## config.mk

```make
export PLATFORM = sky130hd
export DESIGN_NAME = imem_arbiter_flat
export DESIGN_NICKNAME = d
export VERILOG_FILES = /design/src/rtl/imem_pkg.sv /design/src/rtl/imem_arbiter_if.sv /design/src/rtl/imem_lock_fsm.sv /design/src/rtl/imem_arbiter.sv /design/src/flat_wrapper.sv
export SDC_FILE = /design/constraint.sdc
export NUM_CORES = 1
export LEC_CHECK = 0
export CORE_ASPECT_RATIO = 0.7
export CORE_UTILIZATION = 39
export DETAILED_ROUTE_END_ITERATION = 16
export PLACE_DENSITY_LB_ADDON = 0.15
export SKIP_CTS_REPAIR_TIMING = 1
export SLEW_MARGIN = 0
export SYNTH_ARGS = -nofsm -noshare
export SYNTH_HDL_FRONTEND = slang
export SYNTH_HIERARCHICAL = 1
export SYNTH_SLANG_ARGS = --single-unit
```

## constraint.sdc

```tcl
create_clock -name clk -period 2 [get_ports clk]
set_input_delay 0.2 -clock clk [delete_from_list [all_inputs] [get_ports clk]]
set_output_delay 0.2 -clock clk [all_outputs]
set_load 0.005 [all_outputs]
```

## src/rtl/imem_pkg.sv

```systemverilog
// rtl/imem_pkg.sv - shared widths, lock states and read-owner encoding for the imem arbiter
package imem_pkg;
  localparam int IMEM_ADDR_W = 11;
  localparam int IMEM_DATA_W = 16;

  typedef enum logic [1:0] {
    UNLOCKED = 2'd0,
    DRAIN    = 2'd1,
    LOCKED   = 2'd2
  } lock_state_t;

  typedef enum logic [1:0] {
    OWN_NONE  = 2'd0,
    OWN_FETCH = 2'd1,
    OWN_LOAD  = 2'd2
  } owner_t;
endpackage

```

## src/rtl/imem_arbiter_if.sv

```systemverilog
// rtl/imem_arbiter_if.sv - fetch, loader and memory-side signals of the imem arbiter
interface imem_arbiter_if #(
  parameter int ADDR_W = 11,
  parameter int DATA_W = 16
);
  logic              f_req;
  logic [ADDR_W-1:0] f_addr;
  logic              f_gnt;
  logic              f_rvalid;
  logic [DATA_W-1:0] f_rdata;

  logic              l_req;
  logic              l_we;
  logic [ADDR_W-1:0] l_addr;
  logic [DATA_W-1:0] l_wdata;
  logic              l_lock;
  logic              l_gnt;
  logic              l_rvalid;
  logic [DATA_W-1:0] l_rdata;
  logic              locked;

  logic              mem_en;
  logic              mem_we;
  logic [ADDR_W-1:0] mem_addr;
  logic [DATA_W-1:0] mem_wdata;
  logic [DATA_W-1:0] mem_rdata;

  modport slave (
    input  f_req, f_addr, l_req, l_we, l_addr, l_wdata, l_lock, mem_rdata,
    output f_gnt, f_rvalid, f_rdata, l_gnt, l_rvalid, l_rdata, locked,
    output mem_en, mem_we, mem_addr, mem_wdata
  );

  modport master (
    output f_req, f_addr, l_req, l_we, l_addr, l_wdata, l_lock, mem_rdata,
    input  f_gnt, f_rvalid, f_rdata, l_gnt, l_rvalid, l_rdata, locked,
    input  mem_en, mem_we, mem_addr, mem_wdata
  );
endinterface

```

## src/rtl/imem_lock_fsm.sv

```systemverilog
// rtl/imem_lock_fsm.sv - loader lock state machine; holds off LOCKED until fetch reads drain
module imem_lock_fsm
  import imem_pkg::*;
(
  input  logic clk,
  input  logic reset_i,
  input  logic l_lock_i,
  input  logic fetch_pending_i,
  output logic locked_o,
  output logic fetch_block_o
);
  lock_state_t state_q, state_d;

  always_ff @(posedge clk) begin
    if (!reset_i) state_q <= UNLOCKED;
    else          state_q <= state_d;
  end

  always_comb begin
    state_d = state_q;
    case (state_q)
      UNLOCKED: if (l_lock_i) state_d = DRAIN;
      DRAIN: begin
        if (!l_lock_i)             state_d = UNLOCKED;
        else if (!fetch_pending_i) state_d = LOCKED;
      end
      LOCKED:   if (!l_lock_i) state_d = UNLOCKED;
      default:  state_d = UNLOCKED;
    endcase
  end

  assign locked_o = (state_q != UNLOCKED);
  // Raw l_lock blocks fetch in the rising cycle, before the state has moved.
  assign fetch_block_o = locked_o | l_lock_i;
endmodule

```

## src/rtl/imem_arbiter.sv

```systemverilog
// rtl/imem_arbiter.sv - fetch-priority arbiter for the shared instruction memory with loader starvation guard and lock
module imem_arbiter
  import imem_pkg::*;
#(
  parameter int ADDR_W       = IMEM_ADDR_W,
  parameter int DATA_W       = IMEM_DATA_W,
  parameter int STARVE_LIMIT = 4
)(
  input  logic           clk,
  input  logic           reset,
  imem_arbiter_if.slave  bus
);
  logic [3:0]        starve_q, starve_d;
  owner_t            own_q, own_d;
  logic [DATA_W-1:0] f_rdata_q, f_rdata_d;
  logic [DATA_W-1:0] l_rdata_q, l_rdata_d;
  logic [ADDR_W-1:0] addr_sel;
  logic              fetch_block, loader_force;
  logic              f_gnt, l_gnt, f_rvalid, l_rvalid, locked;

  imem_lock_fsm u_lock_fsm (
    .clk             (clk),
    .reset_i         (reset),
    .l_lock_i        (bus.l_lock),
    .fetch_pending_i (own_q == OWN_FETCH),
    .locked_o        (locked),
    .fetch_block_o   (fetch_block)
  );

  assign loader_force = (starve_q == 4'(STARVE_LIMIT)) && bus.l_req;
  assign f_gnt = reset && bus.f_req && !fetch_block && !loader_force;
  assign l_gnt = reset && bus.l_req && !f_gnt;

  assign f_rvalid = reset && (own_q == OWN_FETCH);
  assign l_rvalid = reset && (own_q == OWN_LOAD);

  always_comb begin
    starve_d  = starve_q;
    own_d     = OWN_NONE;
    f_rdata_d = f_rdata_q;
    l_rdata_d = l_rdata_q;
    addr_sel  = '0;
    if (!bus.l_req || l_gnt)                 starve_d = '0;
    else if (starve_q != 4'(STARVE_LIMIT))   starve_d = starve_q + 4'd1;
    if (f_gnt)                 own_d = OWN_FETCH;
    else if (l_gnt && !bus.l_we) own_d = OWN_LOAD;
    if (f_rvalid) f_rdata_d = bus.mem_rdata;
    if (l_rvalid) l_rdata_d = bus.mem_rdata;
    if (l_gnt)      addr_sel = bus.l_addr;
    else if (f_gnt) addr_sel = bus.f_addr;
  end

  always_ff @(posedge clk) begin
    if (!reset) begin
      starve_q  <= '0;
      own_q     <= OWN_NONE;
      f_rdata_q <= '0;
      l_rdata_q <= '0;
    end else begin
      starve_q  <= starve_d;
      own_q     <= own_d;
      f_rdata_q <= f_rdata_d;
      l_rdata_q <= l_rdata_d;
    end
  end

  assign bus.f_gnt     = f_gnt;
  assign bus.l_gnt     = l_gnt;
  assign bus.f_rvalid  = f_rvalid;
  assign bus.l_rvalid  = l_rvalid;
  // Returning data is passed through in its valid cycle and held afterwards.
  assign bus.f_rdata   = f_rvalid ? bus.mem_rdata : f_rdata_q;
  assign bus.l_rdata   = l_rvalid ? bus.mem_rdata : l_rdata_q;
  assign bus.locked    = locked;
  assign bus.mem_en    = f_gnt | l_gnt;
  assign bus.mem_we    = l_gnt & bus.l_we;
  assign bus.mem_addr  = addr_sel;
  assign bus.mem_wdata = l_gnt ? bus.l_wdata : '0;
endmodule

```

## src/flat_wrapper.sv

```systemverilog
// flat-port wrapper written by rule: the top's interface ports become plain ports
module imem_arbiter_flat import imem_pkg::*;
#(
  parameter int ADDR_W       = IMEM_ADDR_W,
  parameter int DATA_W       = IMEM_DATA_W,
  parameter int STARVE_LIMIT = 4
)
  (clk, reset, bus_f_req, bus_f_addr, bus_l_req, bus_l_we, bus_l_addr, bus_l_wdata, bus_l_lock, bus_mem_rdata, bus_f_gnt, bus_f_rvalid, bus_f_rdata, bus_l_gnt, bus_l_rvalid, bus_l_rdata, bus_locked, bus_mem_en, bus_mem_we, bus_mem_addr, bus_mem_wdata);
  imem_arbiter_if #(.ADDR_W(ADDR_W), .DATA_W(DATA_W)) bus_i ();
  input  logic clk;
  input  logic reset;
  input wire logic [$bits(bus_i.f_req)-1:0] bus_f_req;
  input wire logic [$bits(bus_i.f_addr)-1:0] bus_f_addr;
  input wire logic [$bits(bus_i.l_req)-1:0] bus_l_req;
  input wire logic [$bits(bus_i.l_we)-1:0] bus_l_we;
  input wire logic [$bits(bus_i.l_addr)-1:0] bus_l_addr;
  input wire logic [$bits(bus_i.l_wdata)-1:0] bus_l_wdata;
  input wire logic [$bits(bus_i.l_lock)-1:0] bus_l_lock;
  input wire logic [$bits(bus_i.mem_rdata)-1:0] bus_mem_rdata;
  output wire logic [$bits(bus_i.f_gnt)-1:0] bus_f_gnt;
  output wire logic [$bits(bus_i.f_rvalid)-1:0] bus_f_rvalid;
  output wire logic [$bits(bus_i.f_rdata)-1:0] bus_f_rdata;
  output wire logic [$bits(bus_i.l_gnt)-1:0] bus_l_gnt;
  output wire logic [$bits(bus_i.l_rvalid)-1:0] bus_l_rvalid;
  output wire logic [$bits(bus_i.l_rdata)-1:0] bus_l_rdata;
  output wire logic [$bits(bus_i.locked)-1:0] bus_locked;
  output wire logic [$bits(bus_i.mem_en)-1:0] bus_mem_en;
  output wire logic [$bits(bus_i.mem_we)-1:0] bus_mem_we;
  output wire logic [$bits(bus_i.mem_addr)-1:0] bus_mem_addr;
  output wire logic [$bits(bus_i.mem_wdata)-1:0] bus_mem_wdata;
  assign bus_i.f_req = bus_f_req;
  assign bus_i.f_addr = bus_f_addr;
  assign bus_i.l_req = bus_l_req;
  assign bus_i.l_we = bus_l_we;
  assign bus_i.l_addr = bus_l_addr;
  assign bus_i.l_wdata = bus_l_wdata;
  assign bus_i.l_lock = bus_l_lock;
  assign bus_i.mem_rdata = bus_mem_rdata;
  assign bus_f_gnt = bus_i.f_gnt;
  assign bus_f_rvalid = bus_i.f_rvalid;
  assign bus_f_rdata = bus_i.f_rdata;
  assign bus_l_gnt = bus_i.l_gnt;
  assign bus_l_rvalid = bus_i.l_rvalid;
  assign bus_l_rdata = bus_i.l_rdata;
  assign bus_locked = bus_i.locked;
  assign bus_mem_en = bus_i.mem_en;
  assign bus_mem_we = bus_i.mem_we;
  assign bus_mem_addr = bus_i.mem_addr;
  assign bus_mem_wdata = bus_i.mem_wdata;
  imem_arbiter #(.ADDR_W(ADDR_W), .DATA_W(DATA_W), .STARVE_LIMIT(STARVE_LIMIT)) u_core (.clk(clk), .reset(reset), .bus(bus_i));
endmodule
```

* After elaboration in Yosys (flattened, before gate mapping)
Index checks and enable logic that the tools add are counted.
W data, S select, Z words.
** Storage, ports and cells
- Input port bits :: 60
- Word-level logic and storage cells :: 52
- Bits in writable memories :: 0
- Bits in registers :: 40
- Output and inout bits :: 66
- Latch bits :: 0
- Bits in read-only memories :: 0
- Memories :: 0
** Cells by class
- Div/mod/pow operators :: 0
- Muxes and demuxes :: 12
- Reductions and logical operators :: 20
- Bitwise logic cells :: 4
- Multiply operators :: 0
- Add/subtract/negate cells :: 1
- Magnitude comparators :: 0
- Eq/ne operators :: 9
- Shifts and indexed selects :: 0
** Operator list (number)
- $mux W16 :: 3
- $mux W11 :: 2
- $mux W2 :: 5
- $logic_and A1 B1 Y1 :: 9
- $pmux W2 S3 :: 1
- $logic_not A1 Y1 :: 5
- $add A4 B1 Y4 const B :: 1
- $eq A2 B1 Y1 const B :: 2
- $eq A2 B2 Y1 const B :: 2
- $eq A4 B3 Y1 const B :: 1
- $ne A2 B2 Y1 const B :: 2
- $ne A4 B3 Y1 const B :: 1
- $reduce_or A2 Y1 :: 2
- $ne A3 B3 Y1 const B :: 1
- $reduce_and A3 Y1 :: 1
- $logic_not A2 Y1 :: 1
- $or A1 B1 Y1 :: 2
- $reduce_bool A2 Y1 :: 1
- $and A1 B1 Y1 :: 1
- $logic_or A1 B1 Y1 :: 1
- $mux W1 :: 1
- $not A1 Y1 :: 1

* Depth between registers and ports, before layout
- Depth after elaboration :: 10
- Gate-level depth with buffers :: 6
- Depth with buffers taken out :: 5

* Cells and area by module
The synthesis kept the hierarchy.
** Modules (own cells, without submodules)
- imem_arbiter :: area each 2180.8 µm², seq. area each 760.7 µm², cells an instance 219, instances 1
- imem_lock_fsm :: area each 87.6 µm², seq. area each 40.0 µm², cells an instance 10, instances 1

* Least setup slack after synthesis
Ideal clock, no wire load.
- Path kind :: register -> output
- Start :: register u_core.u_lock_fsm.state_q[1]
- End :: output port bus_mem_addr[2]
- Required time :: 1.800 ns
- Buffers on the path :: 1
- Arrival time :: 1.491 ns
- Stages on the path, launching flop included :: 6
- Path slack :: 0.309 ns
- Cells stage by stage :: dfxtp_1 > or3_1 > and3b_2 > nand2_2 > buf_6 > mux2_4
** Between the ends
- Word-level cells in the longest chain between the ends :: 8
- Elaborated cells on any way between the ends :: 9
- Those cells by class :: mux (2); bitwise (1); reduce/logical (6)
** RTL lines
- start: declaration :: RTL line imem_lock_fsm.sv:12 : lock_state_t state_q, state_d;
- start signal: assignment :: RTL line imem_lock_fsm.sv:16 : else state_q <= state_d;
- $reduce_bool A2 Y1 * :: RTL line imem_lock_fsm.sv:32 : assign locked_o = (state_q != UNLOCKED);
- $or A1 B1 Y1 * :: RTL line imem_lock_fsm.sv:34 : assign fetch_block_o = locked_o | l_lock_i;
- net u_core.fetch_block :: RTL line imem_arbiter.sv:18 : logic fetch_block, loader_force;
- $logic_not A1 Y1 * :: RTL line imem_arbiter.sv:31 : assign f_gnt = reset && bus.f_req && !fetch_block && !loader_force;
- $logic_and A1 B1 Y1 * (2 in series) :: RTL line imem_arbiter.sv:31
- $logic_not A1 Y1 :: RTL line imem_arbiter.sv:32 : assign l_gnt = reset && bus.l_req && !f_gnt;
- $logic_and A1 B1 Y1 :: RTL line imem_arbiter.sv:32
- $mux W11 * :: RTL line imem_arbiter.sv:49 : if (l_gnt) addr_sel = bus.l_addr;
- end: declaration :: RTL line flat_wrapper.sv:29 : output wire logic [$bits(bus_i.mem_addr)-1:0] bus_mem_addr;
Mark *: on every way through the listed nets, which the timed path passes. The rest lies on a longest branch.

* Final worst setup path
- Start :: register u_core.u_lock_fsm.state_q[0]
- End :: output port bus_mem_addr[6]
Same word-level chain as after synthesis.

==> key figures <==
Pwr
  – Pwr dens: between 400 and 500 nW/µm²
  – Sw frac: 0.234
  – Maximum VDD drop: a little under 0.0003 V
  – Combinational share of power: 0.246
  – Register share of total power: 0.442
  – Power Total: between 0.0015 and 0.002 W
  – Clock Power Share: 0.312
  – Pint: between 0.001 and 0.0015 W
  – Pleak: 2.57 nW
  – Psw: 0.000437 W

Floorplanning
  – Initial Util: 0.418
  – Num rows: 22
  – Die ar.: 6130 µm²
  – Die W: a little over 90 µm
  – Core area: 5420 µm²
  – Die height: 65.8 µm
  – I/O Pins: 126

Synthesis
  – Number of synthesized flops with an enable pin: 0
  – Most common cell in the synthesized netlist: dfxtp_1
  – Synth Flop Type: dfxtp_1
  – Ys Warns: 6
  – FFs w/ async S/R, synth: 0
  – Mapped Nets: 291
  – Avg Cell Area, Syn: 9.91 µm²
  – Post-Synth Simple-Gate Area: 0.259
  – Synth Area in Adders: 0.0110
  – Post-synthesis compound-gate area fraction: 0.0645
  – Largest family of logic cells by synthesized area: multiplexers
  – Yosys top cell by area: dfxtp_1
  – Post-synthesis mux area share: 0.261
  – Top cell type's share of synthesized area: 0.353
  – Sequential area share after synthesis: 0.353
  – Leading cell types by count after synthesis: 40 x dfxtp_1, 34 x nand2_1, 33 x and2_1
  – Area contributors post-synth: dfxtp_1 35%, mux2_4 17%, and2_1 9.1%, mux2_2 8.4%, nand2_1 5.6%
  – Xor/xnor share of the synthesized area: 0
  – FF+latch count, synth: 40
  – Syn Std Cell Area: 2270 µm²
  – Synth unique cells: 31
  – Gate count of the mapped netlist: 229

Timing
  – Clock Skew: 0.00464 ns
  – WHS: 0.466 ns
  – Actual transition at the worst max-transition pin: between 0.2 and 0.25 ns
  – Fin crit share: 1.12
  – Final setup vio count: 35
  – Slew Viols, Final: 0
  – Setup ws final: -0.240 ns
  – Rel. slew slack: 0.856
  – Post-route minimum period: 2.24 ns
  – RSZ-0062 raised after global routing: yes
  – Fmax achieved: 446 MHz
  – Final Hold Viols: 0

Cells and area
  – Cell area after layout: between 4000 and 5000 µm²
  – Nets: 455
  – Synth-to-Final Area Change: 83.0%
  – Post-Route Utilization: 0.766
  – Number of fillers in the final layout: 399
  – ANT cells: 0
  – Layout cells sized above 1: 0.308

Setup path
  – R2R Path Start: u_core/u_lock_fsm/state_q[0]$_SDFFE_PN0P_
  – Class of the most critical setup path: flop to primary output
  – Worst Setup End Kind: primary output
  – WP data arrival: around 2.0 ns
  – Critical path data required time: 1.80 ns
  – CP Launch Type: flop
  – R2r endpoint: u_core/own_q[0]$_SDFF_PN0_
  – Reg2reg setup slack: 0.24 ns
  – Worst reg-to-reg path cell count: 9
  – CP max FO: 5

GRT
  – Initial antenna violation count: 0
  – Vias in the first global route: 2056
  – GR Overflow Total: 0
  – First-pass GRT wire length: 9420 µm
  – Met2 Usage GRT: 0.336
  – Most Used Layer, Global Route: met2
  – Largest net degree at the start of global routing: 25
  – GR Layer Usage met1: 0.238
  – GRT Overall Usage: 0.198
  – Grt met3 use: 0.0609

Clock network
  – Latest clock arrival within the worst-skew pair: roughly 0.29 ns
  – CTS tree: done
  – Clock sink count: 40
  – Clock slew at reported path FFs: 0.07 ns
  – H-tree depth: 2
  – Clock Root Buffer: clkbuf_8
  – Max Root-Sink Buffers: 2
  – Total CTS buffers: 5

Detailed routing
  – TritonRoute pass-1 iters: 4
  – Via count: 2190
  – Drt first-iter violations: 53
  – Routed vias/inst: 4.71
  – Routed wire length: around 6800 µm
  – WL per Instance: 14.6 µm
  – DRC viols: 0
  – Antenna viol nets, final: 0

Worst hold path
  – Worst min-delay path category: flop to flop
  – Min-Delay Path Depth: 2
  – Hold Path Origin: u_core/f_rdata_q[15]$_SDFF_PN0_
  – Hold EP: u_core/f_rdata_q[15]$_SDFF_PN0_

Placed design
  – Post-placement cell area: 3680 µm²
  – GPL Wtd Cong: 0.737
  – Hpwl dp: 4510 µm
  – Port Buffers: 125

Outcome
  – Violated checks: setup timing
  – Status: finished with violations

Job
  – MaxCap Viol Count: 0
-- layout make-up --
| class | count | area (µm²) | share of cell area |
|---|---|---|---|
| clock buffer | 7 | 96.3 | 0.0232 |
| inverter | 7 | 31.3 | 0.00753 |
| multi-input combinational | 171 | 1430 | 0.344 |
| sequential | 40 | 805 | 0.194 |
| tap | 72 | 90.1 | 0.0217 |
| timing repair buffer | 168 | 1700 | 0.410 |
-- per-layer routing --
layer,wire [µm],part of all wire,vias up
met1,2940,0.43,1009
met4,95,0.014,0
met3,496,0.073,6
met5,0,0,-
li1,-,-,1090
met2,3240,0.48,85
-- sequential cells by signal (all words and copies together) (netlist names) --
register and count:
u_core/f_rdata_q 16, u_core/l_rdata_q 16, u_core/starve_q 4, u_core/own_q 2, u_core/u_lock_fsm/state_q 2
-- critical path: stages (launching register included) --
cell and delay (ns):
dfxtp_2 0.32, or3_1 0.37, and3b_2 0.32, buf_12 0.13, nand2_8 0.06, buf_4 0.14
mux2_4 0.29, clkbuf_2 0.12
-- stage by stage --
| stage | setup TNS [ns] | setup WS, ns | instances |
|---|---|---|---|
| floorplan | 0 | 0.309 | 229 |
| global route | -6.37 | -0.289 | 465 |
| finish | -4.36 | -0.240 | 465 |
| CTS | -18.44 | -0.557 | 439 |
| global placement | -11.53 | -0.482 | 432 |
| detailed placement | -12.54 | -0.512 | 432 |
-- power groups by stage --
stage / registers (W) / logic, W / clock network (W)
after floorplan: 0.000841 / 0.000158 / 0
after detailed placement: 0.000843 / 0.000431 / 0
after global placement: 0.000842 / 0.000427 / 0
after CTS: 0.000824 / 0.000434 / 0.000589
final: 0.000826 / 0.000459 / 0.000582
after global routing: 0.000828 / 0.000491 / 0.000623
-- layout by cell type, fill, tap and decap left out, drive strengths merged --
cell type,Yosys,layout
and2,33,33
or3b,1,1
and3,13,13
clkdlybuf4s50,0,69
buf,8,45
nand3,2,2
nor3,1,1
nand4b,1,1
mux2i,1,1
a21boi,16,16
nand2b,3,3
nand3b,2,2
a21oi,3,3
or3,1,1
and3b,1,1
nor2,4,4
nor2b,4,4
mux2,43,43
or2,1,1
clkbuf,5,17
nand2,37,39
dlymetal6s2s,0,44
dfxtp,40,40
ha,2,2
inv,7,7
-- worst max path at each step --
stage                                              start              end  slack, ns  cells past startpoint
3_3_place_gp                                  bus_l_lock  bus_mem_addr[5]      -0.48                      6
3_5_place_dp                                  bus_l_lock  bus_mem_addr[6]      -0.51                      6
2_1_floorplan  u_core/u_lock_fsm/state_q[1]$_SDFFE_PN0P_  bus_mem_addr[2]       0.31                      5
5_1_grt        u_core/u_lock_fsm/state_q[0]$_SDFFE_PN0P_  bus_mem_addr[6]      -0.29                      7
4_1_cts        u_core/u_lock_fsm/state_q[1]$_SDFFE_PN0P_  bus_mem_addr[5]      -0.56                      5
6_report       u_core/u_lock_fsm/state_q[0]$_SDFFE_PN0P_  bus_mem_addr[6]      -0.24                      7
-- cells by family (layout without fill, tap and decap cells) --
family	after synthesis	after routing
buf+inv	20	182
compound gates	19	19
flops	40	40
fa+ha+maj	2	2
mux	44	44
simple gates	104	106
(Power assumes the default switching activity.)
